<file path="src/rtl/seg_scan_mux.sv">
// Four-digit time-multiplexed hex scanner feeding a seven-segment decoder.
// Optional leading-zero suppression is enabled by defining SEG_LZ_BLANK_EN.
module seg_scan_mux #(
    parameter int unsigned DIGITS      = 4,
    parameter int unsigned REFRESH_DIV = 100000,
    parameter int unsigned DIV_W       = 17
) (
    input  logic                  clk,
    input  logic                  rst,
    input  logic [4*DIGITS-1:0]   value,
    input  logic                  load,
    input  logic                  blank,
    output logic [7:0]            digit_code,
    output logic [3:0]            an,
    output logic                  pending,
    output logic                  frame_tick
);

    localparam int unsigned VAL_W = 4 * DIGITS;
    localparam int unsigned IDX_W = 2;

    logic [DIV_W-1:0] div_cnt_q, div_cnt_d;
    logic [IDX_W-1:0] idx_q, idx_d;
    logic [VAL_W-1:0] shadow_q, shadow_d;
    logic [VAL_W-1:0] display_q, display_d;
    logic             pending_q, pending_d;
    logic [7:0]       digit_code_q, digit_code_d;
    logic [3:0]       an_q, an_d;
    logic             frame_tick_q, frame_tick_d;
    logic             tc;
    logic             frame_end;
    logic             lz_blank;
    logic [3:0]       nibble;

    // State registers; every output comes straight from a flop.
    always_ff @(posedge clk) begin
        if (rst) begin
            div_cnt_q    <= '0;
            idx_q        <= '0;
            shadow_q     <= '0;
            display_q    <= '0;
            pending_q    <= 1'b0;
            digit_code_q <= 8'h00;
            an_q         <= 4'b1110;
            frame_tick_q <= 1'b0;
        end else begin
            div_cnt_q    <= div_cnt_d;
            idx_q        <= idx_d;
            shadow_q     <= shadow_d;
            display_q    <= display_d;
            pending_q    <= pending_d;
            digit_code_q <= digit_code_d;
            an_q         <= an_d;
            frame_tick_q <= frame_tick_d;
        end
    end

    // Next-state: prescaler, scan index, double buffer and output images.
    always_comb begin
        div_cnt_d    = div_cnt_q;
        idx_d        = idx_q;
        shadow_d     = shadow_q;
        display_d    = display_q;
        pending_d    = pending_q;
        lz_blank     = 1'b0;

        tc        = (div_cnt_q == DIV_W'(REFRESH_DIV - 1));
        frame_end = tc && (idx_q == IDX_W'(3));

        if (tc) begin
            div_cnt_d = '0;
            idx_d     = idx_q + IDX_W'(1);
        end else begin
            div_cnt_d = div_cnt_q + DIV_W'(1);
        end

        // Boundary swap uses the old shadow; a coincident load refills it.
        if (frame_end && pending_q) begin
            display_d = shadow_q;
            pending_d = 1'b0;
        end
        if (load) begin
            shadow_d  = value;
            pending_d = 1'b1;
        end

        nibble = display_d[{idx_d, 2'b00} +: 4];

`ifdef SEG_LZ_BLANK_EN
        case (idx_d)
            2'd1:    lz_blank = (display_d[15:4]  == 12'h000);
            2'd2:    lz_blank = (display_d[15:8]  == 8'h00);
            2'd3:    lz_blank = (display_d[15:12] == 4'h0);
            default: lz_blank = 1'b0;
        endcase
`else
        lz_blank = 1'b0;
`endif

        digit_code_d = {4'b0000, nibble};
        an_d         = (blank || lz_blank) ? 4'b1111 : ~(4'b0001 << idx_d);
        frame_tick_d = frame_end;
    end

    assign digit_code = digit_code_q;
    assign an         = an_q;
    assign pending    = pending_q;
    assign frame_tick = frame_tick_q;

endmodule
</file>
<file path="config.mk">
export PLATFORM = sky130hd
export DESIGN_NAME = seg_scan_mux
export DESIGN_NICKNAME = d
export VERILOG_FILES = /design/src/rtl/seg_scan_mux.sv
export SDC_FILE = /design/constraint.sdc
export NUM_CORES = 1
export LEC_CHECK = 0
export ABC_AREA = 1
export CAP_MARGIN = 0
export CELL_PAD_IN_SITES_DETAIL_PLACEMENT = 0
export CELL_PAD_IN_SITES_GLOBAL_PLACEMENT = 1
export CORE_MARGIN = 4
export CORE_UTILIZATION = 36
export DETAILED_ROUTE_END_ITERATION = 6
export GPL_TIMING_DRIVEN = 0
export PLACE_DENSITY = 0.83
export SYNTH_ARGS = -nofsm -noshare
export SYNTH_HDL_FRONTEND = slang
export SYNTH_SLANG_ARGS = --single-unit
</file>
<file path="constraint.sdc">
create_clock -name clk -period 1.8 [get_ports clk]
set_input_delay 0.18 -clock clk [delete_from_list [all_inputs] [get_ports clk]]
set_output_delay 0.18 -clock clk [all_outputs]
set_load 0.1 [all_outputs]
</file>
# Word level (Yosys, flattened, before mapping)
# Cells that the tools add are included.
[word_totals]
out_inout_bits = 14
wordCells = 27
inputBits = 20
reg_bits = 65
[op_classes]
muxes = 5
addsub = 2
bitwise = 1
reduce_logical = 5
shifts = 2
eq_ne = 2
[op_table]
columns = ["cell", "count"]
rows = [
  ["17-bit by 1-bit adder with 17-bit output (second input constant)", 1],
  ["17-bit equality test (second input constant)", 1],
  ["16-bit 2-to-1 mux", 1],
  ["16-bit by 5-bit variable part select with 4-bit output", 1],
  ["4-bit inverter", 1],
  ["2-bit OR reduction", 2],
  ["1-bit by 2-bit << shifter with 4-bit output (first input constant)", 1],
  ["1-bit 2-to-1 mux", 3],
  ["2-bit by 1-bit adder with 2-bit output (second input constant)", 1],
  ["2-bit equality test (second input constant)", 1],
  ["1-bit logical AND", 2],
  ["2-bit 2-to-1 mux", 1],
  ["2-bit nonzero test", 1],
]

# Depth between registers and ports, before layout
# Gate-level depths: netlist (run 1).
[depth]
depth_word = 5
mapped_depth = 12

# Worst setup path after synthesis (run 1)
# Ideal clock, no wire load.
[synth_timing]
kind = "register to register"
startpoint = "register pending_q (netlist: pending)"
endpoint = "register digit_code_q[2] (netlist: digit_code[2])"
required_ps = 1672
setup_slack_ps = -251
stages_incl_launch_ff = 10
setup_ps = 128
arrival_ps = 1923
cell_sequence = "dfxtp_1 buf_2 nand4_2 buf_6 nand2_1 nand2_1 nand2_1 nand2_1 nor2_1 nor2_1"
[synth_via]
elab_chain_cells = 3
[synth_rtl]
columns = ["element", "line", "text"]
rows = [
  ["from (decl)", "26", "logic pending_q, pending_d;"],
  ["from (signal assigned)", "51", "pending_q <= pending_d;"],
  ["1-bit logical AND", "78", "if (frame_end && pending_q) begin"],
  ["16-bit 2-to-1 mux", "78", ""],
  ["16-bit by 5-bit variable part select with 4-bit output", "87", "nibble = display_d[{idx_d, 2'b00} +: 4];"],
  ["to (signal assigned)", "52", "digit_code_q <= digit_code_d;"],
  ["to (decl)", "27", "logic [7:0] digit_code_q, digit_code_d;"],
]
# Every way passes these cells.
# A chain may end at the register's enable or synchronous reset.

# Final worst setup path (run 1)
[layout_timing]
startpoint = "register div_cnt_q[7]"
endpoint = "register digit_code_q[2] (netlist: digit_code[2])"
[layout_via]
elab_chain_cells = 5
[layout_rtl]
columns = ["element", "line", "text"]
rows = [
  ["from (decl)", "22", "logic [DIV_W-1:0] div_cnt_q, div_cnt_d;"],
  ["from (signal assigned)", "47", "div_cnt_q <= div_cnt_d;"],
  ["17-bit equality test (*)", "67", "tc = (div_cnt_q == DIV_W'(REFRESH_DIV - 1));"],
  ["1-bit logical AND", "68", "frame_end = tc && (idx_q == IDX_W'(3));"],
  ["1-bit logical AND", "78", ""],
  ["16-bit 2-to-1 mux", "78", ""],
  ["16-bit by 5-bit variable part select with 4-bit output (*)", "87", ""],
]
# Mark *: on every way between the ends. The rest lies on a longest branch, timed or not.

==> flow_summary.yaml, run 1 <==
floorplan:
  die_h_um: 93.4
  num_rows: 30
  chipWidth_um: 93.4
  ios: 34
  die_area_um2: 8720
  core_area_um2: 6940
  initial_core_util: 0.378
worst_setup_path:
  cp_max_fo: 5
  rrSetupSlack_ps: 80
  end_kind: "flop"
  crit_path_start_kind: "flop"
  cp.arrival_ps: 1930
  crit_required_ps: 2010
  criticalPathCategory: "flop to flop"
sta:
  tightest_slew_ps: 963
  finalHoldViolCount: 0
  fin_skew_ps: 4.01
  relSlewSlack: 0.360
  fin_crit_sh: 0.955
  period_needed_ps: 1720
  maxSlewViolCount: 0
  fin_ws_ps: 81.5
  tns_ps: 0
  timing.fmax_ghz: 0.582
  setup_viol: 0
  rsz0062_at_grt: "yes"
pwr:
  finalPower_uw: 2690
  vdd_drop_max_mv: 0.347
  power_leakage_uw: 0.00145
  powerDensity_nw_per_um2: 774
placed_design:
  port_buffers: 28
  preCtsSetupSlack_ps: -203
  dp_cells: 486
  post-dp-hpwl_um: 4130
  gp_congestion: 0.791
detailed_routing:
  wire_per_inst_um: 11.6
  avgViaCountPerCell: 4.67
  vias: 2384
  routed_wl_um: 5910
  ant_nets: 0
  firstDrtPassIters: 4
  drc: 0
  drt-initial-drc-count: 119
layout:
  drive_gt1_frac: 0.243
  fill_cells: 693
  layout_commonest_cell: "nand2_1"
  syn_to_final_growth_pct: 32.6
  fin_nets: 432
  final_cell_mix: "nand2_1, nor2_1, dfxtp_1"
  final_util: 0.501
  stdcell_count: 511
  num_antenna_cells: 0
global_route:
  grt_pass1_vias: 2177
  grtUsageTotal: 0.144
  grt_first_pass_wirelength_um: 9890
  grt_max_degree: 11
  overflow: 0
  antenna_found_initial: 0
clock_network:
  path_clk_slew_ps: 60
  cts_tree: "built"
  clkLatencyLatePin_ps: 340
  cts_max_level: 3
  hold_buffers: 0
  cts_root_buffer: "clkbuf_8"
  clock_path_buffers: 2
  cts_sinks: 61
  cts_buffers: 9
synthesis:
  ys_seq_elements: 61
  ys_types: 30
  synth_seq_area_share: 0.465
  yosys_warnings: 0
  syn_area_per_cell_um2: 7.31
  synthesis.area_um2: 2630
  netlist_instances: 359
job:
  drv_cap: 0
run_status:
  status: "finished, final reports clean"
hold_path:
  min_path_type: "input pin to flop"
==> state kept, by name, summed over array words and instances, names as in the netlist <==
signal	count
an	4
digit_code	4
display_q	16
div_cnt_q	17
frame_tick	1
idx_q	2
pending	1
shadow_q	16
==> routing by layer <==
layer	share of wire	track usage	vias to the layer above
li1	-	-	1259
met2	0.41	0.200	53
met3	0.049	0.0378	13
met1	0.51	0.204	1059
met5	0	0	-
met4	0.026	0.0733	0
==> cell type report <==
| cell class | instances | area, µm² | area share |
|---|---|---|---|
| Buffer | 16 | 95.1 | 0.0273 |
| Clock buffer | 12 | 155 | 0.0446 |
| Clock inverter | 4 | 22.5 | 0.00647 |
| Inverter | 25 | 96.3 | 0.0277 |
| Multi-Input combinational cell | 260 | 1400 | 0.403 |
| Sequential cell | 61 | 1240 | 0.357 |
| Tap cell | 96 | 120 | 0.0345 |
| Timing Repair Buffer | 37 | 347 | 0.0996 |
==> critical path, stage by stage, from the launching register on <==
cell	delay [ps]
dfxtp_4	370
nand2_2	70
nor3_4	300
buf_6	150
nand4_4	130
buf_6	170
nand2_1	70
nand2_1	50
nand2_1	60
nand2_1	60
nor2_2	120
nor2_1	50
==> timing repair <==
item / in CTS / in global routing
cloned: 0 / 2
resized for setup: 24 / 57
setup buffers: 1 / 6
endpoints found under the setup margin: 15 / 15
pin swaps: 2 / 21
hold endpoints to repair: 0 / 0
==> cell families after synthesis <==
logic type	Yosys count	share of synthesized area
xor gates and xnor gates	5	0.0167
buffers and inverters	41	0.0701
and+or+nand+nor	204	0.350
DFF	61	0.465
adders and majority gates	2	0.00953
other	1	0.00143
AOI/OAI and AO/OA	45	0.0867
==> stage by stage <==
stage               cell area, µm²  hold slack [ps]
floorplan                     2640              299
CTS                           3270              209
global placement              3040              429
detailed placement            3040              439
finish                        3480              217
global route                  3480              235
==> cell usage after synthesis <==
master | number | area share
nor3_4 | 1 | 0.0062
buf_4 | 5 | 0.014
nor3_2 | 2 | 0.0076
buf_6 | 1 | 0.0043
clkbuf_1 | 7 | 0.010
clkinv_1 | 2 | 0.0029
nand3_2 | 2 | 0.0076
o21ai_0 | 19 | 0.036
or2_0 | 1 | 0.0024
buf_2 | 3 | 0.0057
nor3b_1 | 2 | 0.0057
nor2_1 | 63 | 0.090
inv_1 | 21 | 0.030
nand4_2 | 1 | 0.0048
nand4_1 | 17 | 0.041
or2_2 | 1 | 0.0024
nor2_2 | 6 | 0.014
conb_1 | 1 | 0.0014
nor2_4 | 1 | 0.0043
a21oi_1 | 25 | 0.048
nand2_1 | 88 | 0.13
ha_1 | 2 | 0.0095
nand2_2 | 5 | 0.012
dfxtp_1 | 61 | 0.47
o31ai_1 | 1 | 0.0029
nor3_1 | 3 | 0.0057
xnor2_1 | 1 | 0.0033
xor2_1 | 4 | 0.013
nand3_1 | 11 | 0.021
inv_2 | 2 | 0.0029
==> path summary, 6_finish.rpt <==
check,cells after the start,startpoint,to
setup / recovery,11,div_cnt_q[7]$_SDFF_PP0_,digit_code[2]$_SDFF_PP0_
hold / removal,2,rst,display_q[15]$_SDFF_PP0_
setup reg to reg,11,div_cnt_q[7]$_SDFF_PP0_,digit_code[2]$_SDFF_PP0_
hold reg to reg,1,div_cnt_q[0]$_SDFF_PP0_,div_cnt_q[0]$_SDFF_PP0_
==> power breakdown <==
part / switching, µW / total, µW / internal [µW] / leakage, µW
registers: 21.8 / 1400 / 1380 / 0.000503
clock network: 519 / 1090 / 567 / 0.0000921
logic: 130 / 202 / 72.6 / 0.000858
total: 670 / 2690 / 2020 / 0.00145
(Power assumes the default switching activity.)
==> run 2: changes to the inputs <==
Settings changed: CORE_UTILIZATION 36 to 40, CTS_CLUSTER_SIZE from default to 30, PLACE_DENSITY 0.83 to 0.86.
Clock period 1.8 ns to 2.19 ns, I/O delays scaled along.
==> flow_summary.yaml, run 2 (synthesis gave the netlist of run 1 again) <==
run_status:
  status: "finished, final reports clean"
detailed_routing:
  wire_per_inst_um: 11.6
  firstDrtPassIters: 4
  drc: 0
  ant_nets: 0
  vias: 2276
  avgViaCountPerCell: 4.71
  drt-initial-drc-count: 84
  routed_wl_um: 5580
clock_network:
  cts_root_buffer: "clkbuf_8"
  cts_tree: "built"
  clkLatencyLatePin_ps: 340
  path_clk_slew_ps: 70
  cts_setup_buffers: 0
  cts_sinks: 61
  ctsResizeCount: 0
  clock_path_buffers: 2
  cts_buffers: 9
  hold_buffers: 0
  cts_max_level: 3
pwr:
  p_seq_frac: 0.478
  power_leakage_uw: 0.00136
  power.switching_uw: 577
  finalPower_uw: 2410
  comb_power_share: 0.067
  sw_frac_of_total: 0.239
  intPower_uw: 1840
  pwr-share-clk: 0.455
  vdd_drop_max_mv: 0.459
  powerDensity_nw_per_um2: 748
floorplan:
  num_rows: 29
  chipWidth_um: 89.0
  die_area_um2: 7920
  ios: 34
  die_h_um: 89.0
  initial_core_util: 0.413
  core_area_um2: 6350
sta:
  fin_crit_sh: 0.928
  maxSlewViolCount: 0
  period_needed_ps: 2030
  relSlewSlack: 0.355
  tightest_slew_ps: 964
  tns_ps: 0
  timing.fmax_ghz: 0.492
  setup_viol: 0
  fin_skew_ps: 9.90
  finalHoldViolCount: 0
  rsz0062_at_grt: "no"
layout:
  largest_reg_flops: 17
  layout_commonest_cell: "nand2_1"
  final_cell_mix: "nand2_1, nor2_1, dfxtp_1"
  biggestRegsByFlops: "div_cnt_q: 17 flops, display_q: 16 flops, shadow_q: 16 flops"
  num_antenna_cells: 0
  syn_to_final_growth_pct: 22.9
  drive_gt1_frac: 0.111
  fin_nets: 423
  regMostFlops: "div_cnt_q"
  fill_cells: 637
worst_setup_path:
  cp_top_family: "buffers and inverters"
  crit_path_start_kind: "flop"
  end_kind: "output port"
  path_cells: "clkdlybuf4s50_1"
  cp_max_fo: 2
  slowest_delay_ps: 1130
  reg2reg_from: "div_cnt_q[0]$_SDFF_PP0_"
  crit_required_ps: 1970
  cp.arrival_ps: 1810
  crit_start: "pending$_SDFFE_PP0P_"
  cp_num_buf_inv: 1
  criticalPathCategory: "flop to output port"
  rrSetupSlack_ps: 250
  cp_slowest_cell: "clkdlybuf4s50_1"
placed_design:
  gp_congestion: 0.798
  post-dp-hpwl_um: 4100
  port_buffers: 28
hold_path:
  hold_start: "rst"
  min_path_type: "input pin to flop"
job:
  drv_cap: 0
global_route:
  grt_first_pass_wirelength_um: 9430
  grt_max_degree: 12
  antenna_found_initial: 0
  grtUsageTotal: 0.155
  overflow: 0
  grt_pass1_vias: 2052
## run 2: power groups by stage
stage	logic [µW]	clock network, µW	registers, µW
after global placement	162	0	1180
after floorplan	91.4	0	1190
final	162	1100	1150
after CTS	163	1120	1150
after detailed placement	163	0	1180
after global routing	178	1170	1150
## run 2: worst paths after layout
| path | end | cells after the start |
|---|---|---|
| hold / removal | display_q[15]$_SDFF_PP0_ | 2 |
| setup reg to reg | digit_code[1]$_SDFF_PP0_ | 11 |
| setup / recovery | pending | 1 |
| hold reg to reg | div_cnt_q[0]$_SDFF_PP0_ | 1 |
## run 2: per-stage QoR
step / hold WS (ps) / area, µm² / setup WS (ps) / instances / utilization
floorplan: 338 / 2640 / 139 / 362 / -
global placement: 428 / 3010 / 248 / 467 / 0.474
detailed placement: 442 / 3010 / 242 / 467 / 0.474
CTS: 239 / 3230 / 132 / 483 / 0.508
global route: 259 / 3230 / 13.9 / 483 / 0.508
finish: 248 / 3230 / 159 / 483 / 0.508
## run 2: final cells by class
class,instances,area (µm²),share of cell area
plain buffers,16,90.1,0.0279
clock buffers,10,128,0.0396
clock inverters,6,86.3,0.0268
inverters,25,93.8,0.0291
multi-input cells,260,1230,0.382
flip-flops and latches,61,1220,0.378
well taps,77,96.3,0.0299
repair buffers,28,280,0.0869
## run 2: metal layers
layer | GRT usage | share of wire
met1 | 0.215 | 0.52
met2 | 0.227 | 0.42
met3 | 0.0341 | 0.048
met4 | 0.0771 | 0.013
met5 | 0 | 0
